[src/rtl/pattern_seq_pkg.sv]
// Shared constants and types for the VGA pattern sequencer.
// Holds 640x480@60 timing defaults, pattern-id sizing and the step helper.
package pattern_seq_pkg;

   localparam int H_ACTIVE     = 640;
   localparam int H_FP         = 16;
   localparam int H_SYNC       = 96;
   localparam int H_BP         = 48;
   localparam int H_TOTAL      = H_ACTIVE + H_FP + H_SYNC + H_BP;
   localparam int H_SYNC_START = H_ACTIVE + H_FP;
   localparam int H_SYNC_END   = H_SYNC_START + H_SYNC;

   localparam int V_ACTIVE     = 480;
   localparam int V_FP         = 10;
   localparam int V_SYNC       = 2;
   localparam int V_BP         = 33;
   localparam int V_TOTAL      = V_ACTIVE + V_FP + V_SYNC + V_BP;
   localparam int V_SYNC_START = V_ACTIVE + V_FP;
   localparam int V_SYNC_END   = V_SYNC_START + V_SYNC;

   localparam int CNT_W        = 10;
   localparam int PATTERN_ID_W = 3;
   localparam int NUM_PATTERNS = 8;

   typedef enum logic [1:0] {
      PEND_NONE,
      PEND_NEXT,
      PEND_PREV
   } pend_t;

   // Id width equals log2(NUM_PATTERNS), so wrap is plain modular arithmetic.
   function automatic logic [PATTERN_ID_W-1:0] step_id(
      input logic [PATTERN_ID_W-1:0] id,
      input pend_t                   dir
   );
      logic [PATTERN_ID_W-1:0] r;
      r = id;
      if (dir == PEND_NEXT) r = id + 1'b1;
      if (dir == PEND_PREV) r = id - 1'b1;
      return r;
   endfunction

endpackage

[src/rtl/vga_timing.sv]
// VGA raster timing: pixel divider, h/v counters, frame_start, raw syncs.
// Ports: clk, reset (sync, high) -> pix_tick, frame_start, hcount, vcount, video_on, hsync_raw, vsync_raw.
module vga_timing
   import pattern_seq_pkg::*;
#(
   parameter int PIX_DIV  = 2,
   parameter int H_ACT    = H_ACTIVE,
   parameter int H_FPORCH = H_FP,
   parameter int H_SW     = H_SYNC,
   parameter int H_BPORCH = H_BP,
   parameter int V_ACT    = V_ACTIVE,
   parameter int V_FPORCH = V_FP,
   parameter int V_SW     = V_SYNC,
   parameter int V_BPORCH = V_BP
) (
   input  logic             clk,
   input  logic             reset,
   output logic             pix_tick,
   output logic             frame_start,
   output logic [CNT_W-1:0] hcount,
   output logic [CNT_W-1:0] vcount,
   output logic             video_on,
   output logic             hsync_raw,
   output logic             vsync_raw
);

   localparam int H_TOT = H_ACT + H_FPORCH + H_SW + H_BPORCH;
   localparam int V_TOT = V_ACT + V_FPORCH + V_SW + V_BPORCH;
   localparam int DIV_W = (PIX_DIV > 1) ? $clog2(PIX_DIV) : 1;

   localparam logic [DIV_W-1:0] DIV_LAST = DIV_W'(PIX_DIV - 1);
   localparam logic [CNT_W-1:0] H_LAST   = CNT_W'(H_TOT - 1);
   localparam logic [CNT_W-1:0] V_LAST   = CNT_W'(V_TOT - 1);
   localparam logic [CNT_W-1:0] H_VIS    = CNT_W'(H_ACT);
   localparam logic [CNT_W-1:0] V_VIS    = CNT_W'(V_ACT);
   localparam logic [CNT_W-1:0] HS_BEG   = CNT_W'(H_ACT + H_FPORCH);
   localparam logic [CNT_W-1:0] HS_END   = CNT_W'(H_ACT + H_FPORCH + H_SW);
   localparam logic [CNT_W-1:0] VS_BEG   = CNT_W'(V_ACT + V_FPORCH);
   localparam logic [CNT_W-1:0] VS_END   = CNT_W'(V_ACT + V_FPORCH + V_SW);

   logic [DIV_W-1:0] div;
   logic             h_last;
   logic             v_last;

   always_ff @(posedge clk) begin
      if (reset)                div <= '0;
      else if (div == DIV_LAST) div <= '0;
      else                      div <= div + 1'b1;
   end

   // Gated by reset so the tick reads 0 while reset is held, even at PIX_DIV = 1.
   assign pix_tick = !reset && (div == DIV_LAST);
   assign h_last   = (hcount == H_LAST);
   assign v_last   = (vcount == V_LAST);

   always_ff @(posedge clk) begin
      if (reset) begin
         hcount <= '0;
         vcount <= '0;
      end else if (pix_tick) begin
         if (h_last) begin
            hcount <= '0;
            vcount <= v_last ? '0 : vcount + 1'b1;
         end else begin
            hcount <= hcount + 1'b1;
         end
      end
   end

   assign frame_start = pix_tick && h_last && v_last;
   assign video_on    = (hcount < H_VIS) && (vcount < V_VIS);
   assign hsync_raw   = !((hcount >= HS_BEG) && (hcount < HS_END));
   assign vsync_raw   = !((vcount >= VS_BEG) && (vcount < VS_END));

endmodule

[src/rtl/pattern_sequencer.sv]
// Pattern sequencer: VGA timing, pattern-id stepping, registered blanked rgb/syncs.
// Ports: clk, reset, next_req, prev_req, auto_en, rgb_in -> pattern_id, pix_x, pix_y,
// pix_tick, frame_start, rgb_out, hsync, vsync. Option macro: PATTERN_AUTO_CYCLE_EN.
module pattern_sequencer
   import pattern_seq_pkg::*;
#(
   parameter int PIX_DIV            = 2,
   parameter int H_ACTIVE           = pattern_seq_pkg::H_ACTIVE,
   parameter int H_FP               = pattern_seq_pkg::H_FP,
   parameter int H_SYNC             = pattern_seq_pkg::H_SYNC,
   parameter int H_BP               = pattern_seq_pkg::H_BP,
   parameter int V_ACTIVE           = pattern_seq_pkg::V_ACTIVE,
   parameter int V_FP               = pattern_seq_pkg::V_FP,
   parameter int V_SYNC             = pattern_seq_pkg::V_SYNC,
   parameter int V_BP               = pattern_seq_pkg::V_BP,
   parameter int FRAMES_PER_PATTERN = 120
) (
   input  logic                    clk,
   input  logic                    reset,
   input  logic                    next_req,
   input  logic                    prev_req,
   input  logic                    auto_en,
   input  logic [2:0]              rgb_in,
   output logic [PATTERN_ID_W-1:0] pattern_id,
   output logic [CNT_W-1:0]        pix_x,
   output logic [CNT_W-1:0]        pix_y,
   output logic                    pix_tick,
   output logic                    frame_start,
   output logic [2:0]              rgb_out,
   output logic                    hsync,
   output logic                    vsync
);

   logic video_on;
   logic hsync_raw;
   logic vsync_raw;

   vga_timing #(
      .PIX_DIV  (PIX_DIV),
      .H_ACT    (H_ACTIVE),
      .H_FPORCH (H_FP),
      .H_SW     (H_SYNC),
      .H_BPORCH (H_BP),
      .V_ACT    (V_ACTIVE),
      .V_FPORCH (V_FP),
      .V_SW     (V_SYNC),
      .V_BPORCH (V_BP)
   ) u_timing (
      .clk         (clk),
      .reset       (reset),
      .pix_tick    (pix_tick),
      .frame_start (frame_start),
      .hcount      (pix_x),
      .vcount      (pix_y),
      .video_on    (video_on),
      .hsync_raw   (hsync_raw),
      .vsync_raw   (vsync_raw)
   );

   pend_t                   pend_q;
   pend_t                   pend_d;
   pend_t                   req;
   logic [PATTERN_ID_W-1:0] id_d;

`ifdef PATTERN_AUTO_CYCLE_EN
   localparam int FC_W = (FRAMES_PER_PATTERN > 1) ? $clog2(FRAMES_PER_PATTERN) : 1;
   localparam logic [FC_W-1:0] FC_LAST = FC_W'(FRAMES_PER_PATTERN - 1);

   logic [FC_W-1:0] fcnt_q;
   logic [FC_W-1:0] fcnt_d;

   always_ff @(posedge clk) begin
      if (reset) fcnt_q <= '0;
      else       fcnt_q <= fcnt_d;
   end
`else
   logic unused_auto_en;
   assign unused_auto_en = auto_en;
`endif

   always_ff @(posedge clk) begin
      if (reset) begin
         pend_q     <= PEND_NONE;
         pattern_id <= '0;
      end else begin
         pend_q     <= pend_d;
         pattern_id <= id_d;
      end
   end

   // This cycle's request overrides the stored one, so a request that
   // lands on the frame_start cycle is applied at that same boundary.
   always_comb begin
      req = pend_q;
      if (next_req && prev_req) req = PEND_NONE;
      else if (next_req)        req = PEND_NEXT;
      else if (prev_req)        req = PEND_PREV;
      pend_d = req;
      id_d   = pattern_id;
`ifdef PATTERN_AUTO_CYCLE_EN
      fcnt_d = fcnt_q;
`endif
      if (frame_start) begin
         pend_d = PEND_NONE;
         id_d   = step_id(pattern_id, req);
`ifdef PATTERN_AUTO_CYCLE_EN
         if (!auto_en || req != PEND_NONE) begin
            fcnt_d = '0;
         end else if (fcnt_q == FC_LAST) begin
            fcnt_d = '0;
            id_d   = step_id(pattern_id, PEND_NEXT);
         end else begin
            fcnt_d = fcnt_q + 1'b1;
         end
`endif
      end
   end

   // One pixel of latency keeps colour and both syncs aligned at the pins.
   always_ff @(posedge clk) begin
      if (reset) begin
         rgb_out <= '0;
         hsync   <= 1'b1;
         vsync   <= 1'b1;
      end else if (pix_tick) begin
         rgb_out <= video_on ? rgb_in : 3'b000;
         hsync   <= hsync_raw;
         vsync   <= vsync_raw;
      end
   end

endmodule

[config.mk]
export PLATFORM = sky130hd
export DESIGN_NAME = pattern_sequencer
export DESIGN_NICKNAME = d
export VERILOG_FILES = /design/src/rtl/pattern_seq_pkg.sv /design/src/rtl/vga_timing.sv /design/src/rtl/pattern_sequencer.sv
export SDC_FILE = /design/constraint.sdc
export NUM_CORES = 1
export LEC_CHECK = 0
export BUFFER_PORTS_ARGS = -buffer_cell sky130_fd_sc_hd__buf_4
export CAP_MARGIN = 15
export CORE_ASPECT_RATIO = 1.4
export CORE_MARGIN = 3
export CORE_UTILIZATION = 40
export CTS_CLUSTER_SIZE = 28
export DETAILED_ROUTE_END_ITERATION = 6
export PLACE_DENSITY = 0.63
export SLEW_MARGIN = 25
export SYNTH_ARGS = -nofsm -noshare
export SYNTH_HDL_FRONTEND = slang
export SYNTH_HIERARCHICAL = 1
export SYNTH_SLANG_ARGS = --single-unit
[constraint.sdc]
create_clock -name clk -period 2.75 [get_ports clk]
set_input_delay 0.1375 -clock clk [delete_from_list [all_inputs] [get_ports clk]]
set_output_delay 0.1375 -clock clk [all_outputs]
set_load 0.005 [all_outputs]
Word level (Yosys, flattened, before mapping)
Cells that the tools add are included.
W data, S select, Z words.
{"block": "word_totals", "regBits": 31, "latchBits": 0, "ramBits": 0, "mem_bits_ro": 0, "word_cells": 46, "mem_count": 0}
{"block": "classes", "add_sub_neg": 5, "n_mul": 0, "n_div": 0, "magnitude_cmp": 6, "eq_ne": 4, "shifts": 0, "muxes": 8, "bitwise_logic": 0, "reduce_logical": 15}
{"cell": "$add A10 B1 Y10 const B", "count": 2}
{"cell": "$eq A10 B10 Y1 const B", "count": 2}
{"cell": "$lt A10 B10 Y1 const B", "count": 2}
{"cell": "$lt A10 B9 Y1 const B", "count": 2}
{"cell": "$mux W10", "count": 2}
{"cell": "$ge A10 B10 Y1 const B", "count": 1}
{"cell": "$ge A10 B9 Y1 const B", "count": 1}
{"cell": "$mux W3", "count": 3}
{"cell": "$logic_and A1 B1 Y1", "count": 7}
{"cell": "$mux W2", "count": 3}
{"cell": "$reduce_and A2 Y1", "count": 2}
{"cell": "$reduce_or A2 Y1", "count": 2}
{"cell": "$add A3 B1 Y3 const B", "count": 1}
{"cell": "$logic_not A1 Y1", "count": 3}
{"cell": "$sub A3 B1 Y3 const B", "count": 1}
{"cell": "$eq A2 B1 Y1 const B", "count": 1}
{"cell": "$eq A2 B2 Y1 const B", "count": 1}
{"cell": "$reduce_bool A2 Y1", "count": 1}
{"cell": "$add A1 B1 Y1 const B", "count": 1}

Logic depth before layout (Yosys ltp)
{"block": "logic_depth", "word_depth": 6, "depth_mapped": 9, "ltp_nobuf": 8}

Hierarchy
Netlist, hierarchy kept.
{"mod": "vga_timing", "instances": 1, "cells_per_inst": 127, "area_per_inst_um2": 1078.5, "seq_area_each_um2": 420.4}
{"mod": "pattern_sequencer", "instances": 1, "cells_per_inst": 42, "area_per_inst_um2": 416.6, "seq_area_each_um2": 200.2}

Worst setup path before layout
No wires, ideal clock.
{"block": "synth_timing", "path_type": "reg2reg", "start": "register u_timing.hcount[0]", "end": "register pattern_id[2]", "setup_time_ns": 0.116, "arrival_ns": 2.251, "setup_slack_ns": 0.383, "stages_incl_launch_ff": 10, "n_path_buf": 2, "synth_period_minus_slack_ns": 2.367, "cell_sequence": "dfxtp_1 -> ha_1 -> nand3_1 -> or4_4 -> buf_4 -> clkbuf_1 -> nor2_1 -> and2b_4 -> a21oi_1 -> a31o_1"}
{"block": "synth_between", "elab_chain_cells": 4}
{"element": "start, declared", "line": "vga_timing.sv:20", "source": "output logic [CNT_W-1:0] hcount,"}
{"element": "start signal, assigned", "line": "vga_timing.sv:65", "source": "hcount <= hcount + 1'b1;"}
{"element": "$eq A10 B10 Y1", "line": "vga_timing.sv:53", "source": "assign h_last = (hcount == H_LAST);"}
{"element": "$logic_and A1 B1 Y1 (2 in a row)", "line": "vga_timing.sv:70", "source": "assign frame_start = pix_tick && h_last && v_last;"}
{"element": "via frame_start", "line": "pattern_sequencer.sv:28", "source": "output logic frame_start,"}
{"element": "$reduce_and A2 Y1 (no source line)"}
{"element": "end signal, assigned", "line": "pattern_sequencer.sv:87", "source": "pattern_id <= id_d;"}
{"element": "end, declared", "line": "pattern_sequencer.sv:24", "source": "output logic [PATTERN_ID_W-1:0] pattern_id,"}
The timed path passes the listed nets, and every way through them passes these cells.
A chain may end at the register's enable or synchronous reset.

Final worst setup path
{"block": "layout_timing", "start": "register u_timing.hcount[0]", "end": "register pattern_id[1]"}
{"block": "layout_between", "elab_chain_cells": 4}
{"element": "$eq A10 B10 Y1", "line": "vga_timing.sv:53"}
{"element": "$logic_and A1 B1 Y1 (2 in a row)", "line": "vga_timing.sv:70"}
{"element": "$reduce_and A2 Y1 (no source line)"}
Every way passes these cells.

==> results.md <==
* Num CTS Buffers at 5
* Pwr Density at 513 mW/mm2
* Tmin final at 2.36 ns
* Largest net degree at the start of global routing at 23
* DRT antenna net count at 0
* Routability cong. at 0.755
* Chip Height at 78.3 um
* Post-CTS Setup Bufs at 0
* Clock transition at path regs at 0.07 ns
* Layout cell share with drive strength beyond 1 at 23.6%
* CP Max Fanout at 22
* # resized after CTS at 0
* Most used cell, CP: nor2_1
* Post-Syn Area at 0.00150 mm2
* Mapped Cells at 169
* Final Skew at 0.00654 ns
* CP endpoint kind: flop
* Worst-Margin Slew at 0.375 ns
* Area after DPL at 0.00179 mm2
* Fin util at 55.0%
* Avg Synthesized Cell Area at 8.85 um2
* Worst-path cell chain: ha_1 > nand3_1 > or4_4 > nor2_1 > and2b_4 > mux2i_1 > nor2_1
* Status: finished, final reports clean
* CTS root buffer: clkbuf_8
* Area growth syn-to-layout at 27.6%
* Final Max Tran Viols at 0
* CP peak stage delay at 0.70 ns
* Post-layout net count at 221
* FILL cells at 335
* CTS Sinks at 31
* Hold buffer count at cts at 0
* WL per Instance at 13.8 um
* Unrepaired setup endpoints after global routing: false
* Hold slack final at 0.0407 ns
* # rows at 25
* Congestion Overflow GR at 0
* YS warnings at 6
* Most common cell after layout, fill and taps aside: buf_4
* # setup viols final at 0
* Most frequent cells in the layout: buf_4, dfxtp_1, nor2_1
* DP HPWL at 2.52 mm
* Final Instance Count excl. Fillers at 248
* Final WL at 3.42 mm
* Critical Path Start Type: flop
* Post-route cell area at 0.00191 mm2
* Boundary Pins at 38
* Fmax at 0.423 GHz
* Hold Vio Cnt, Final at 0
* # placed instances at 240
* Core ar. at 0.00347 mm2
* DR vias at 1334
* Die area at 0.00452 mm2
* CTS tree: built
* Mapped Nets at 183
* Period utilization at 85.9%
* Insertion delay to the later sink of the worst-skew pair at 0.28 ns
* Die W at 57.7 um
* #FFs+latches synth at 31
* First-pass GRT wire length at 5.72 mm
* Max VDD drop at 0.000434 V
* Gr usage total at 16.1%
* DRT Pass-1 Iters at 4
* Vias per cell at 5.38
* H-Tree Depth at 2
* Starting density of the core at 43.1%
* Req. time, crit path at 2.92 ns
* Max Cap Viol at 0
* Critical path's slowest cell: or4_4
* Setup Crit Path Kind: flop to flop
* Static Leakage at 0.764 nW
* Ys async rst share at 0%
* CTS Buffer Depth at 2
* Slew HR at 74.8%
* Inserted Diodes at 0
* Arrival @ worst endpoint at 2.53 ns
* EDFF count, synth at 0
* IO Port Bufs at 36
* Initial antenna violation count at 0
* DRC viols at 0
* Number of global-route vias before repair at 1347
* Initial DRC Count at 31
* Seq/Total Area, Yosys at 41.5%
* Netlist cell types at 43
* Worst min-delay path category: primary input to flop
* Dominant synthesized flop cell: dfxtp_1
* Setup TNS at 0 ns
==> sequential cells by signal, indices dropped and copies added (netlist names) <==
| name | count |
|---|---|
| hsync | 1 |
| u_timing/div | 1 |
| rgb_out | 3 |
| u_timing/vcount | 10 |
| u_timing/hcount | 10 |
| vsync | 1 |
| pend_q | 2 |
| pattern_id | 3 |
==> logic make-up (layout without fill, tap and decap cells) <==
group           count (synthesis)  count (layout)  share of synthesized area, %
compound gates                 30              30                          12.6
xor+xnor                       10              10                          5.86
fa+ha+maj                       6               6                          5.52
buf+inv                        11              50                          3.18
flops                          31              31                          41.5
mux                             1               1                         0.669
simple gates                   80              80                          30.7
==> cells in the mapped netlist, types with 3 or more instances <==
cell      instances  area [um2]
nand2b_1          5        31.3
dfxtp_1          31         621
nor3_1            5        25.0
xnor2_1           4        35.0
nand2_1           9        33.8
inv_1             6        22.5
nand4_1           3        18.8
xor2_1            6        52.6
nor2_1           16        60.1
ha_1              5        62.6
a21oi_1          12        60.1
nand3_1          12        60.1
or3_1             8        50.1
and4_1            3        26.3
o21ai_0           8        40.0
==> metrics by stage <==
step	power [mW]	worst slack, ns
5_1_grt	1.02	0.221
4_1_cts	0.993	0.374
6_report	0.979	0.388
2_1_floorplan	0.501	0.383
3_3_place_gp	0.523	0.472
3_5_place_dp	0.526	0.413
==> worst paths after layout <==
| path | startpoint | endpoint | slack, ns | cells past startpoint |
|---|---|---|---|---|
| worst max register to register | u_timing/hcount[0]$_SDFFE_PP0P_ | pattern_id[1]$_SDFFE_PP0P_ | 0.39 | 7 |
| worst min-delay path | next_req | pend_q[1]$_SDFF_PP0_ | 0.04 | 2 |
| worst min register to register | rgb_out[1]$_SDFFE_PP0P_ | rgb_out[1]$_SDFFE_PP0P_ | 0.47 | 2 |
| worst max-delay path | u_timing/hcount[0]$_SDFFE_PP0P_ | pattern_id[1]$_SDFFE_PP0P_ | 0.39 | 7 |
==> worst max-delay path: cells and delay by family, from the launching register on <==
family,cells,cell delay [ns]
AND/OR/NAND/NOR,5,1.44
flip-flops,1,0.40
adder cells (fa/ha/maj),1,0.21
multiplexers,1,0.20
==> layer usage <==
layer | GRT usage (%) | part of all wire (%) | routed length (um) | vias up
li1 | - | - | - | 671
met2 | 29.1 | 53 | 1820 | 33
met3 | 5.10 | 4.8 | 166 | 6
met4 | 6.26 | 1.6 | 54 | 0
met5 | 0 | 0 | 0 | -
met1 | 16.7 | 41 | 1390 | 624
==> power by group <==
group	leakage (nW)	switching, mW	internal (mW)
clock	0.0612	0.171	0.293
combinational	0.452	0.0247	0.0264
sequential	0.251	0.00650	0.457
==> layout make-up <==
class                      instances  area [um2]  share of cell area (%)
inverter                           6        22.5                    1.18
clock inverter                     2        35.0                    1.84
tap                               40        50.0                    2.62
timing repair buffer              36         270                    14.2
clock buffer                       6        82.6                    4.33
sequential                        31         621                    32.5
multi-input combinational        127         827                    43.3
Power figures use the tool's default switching activity.
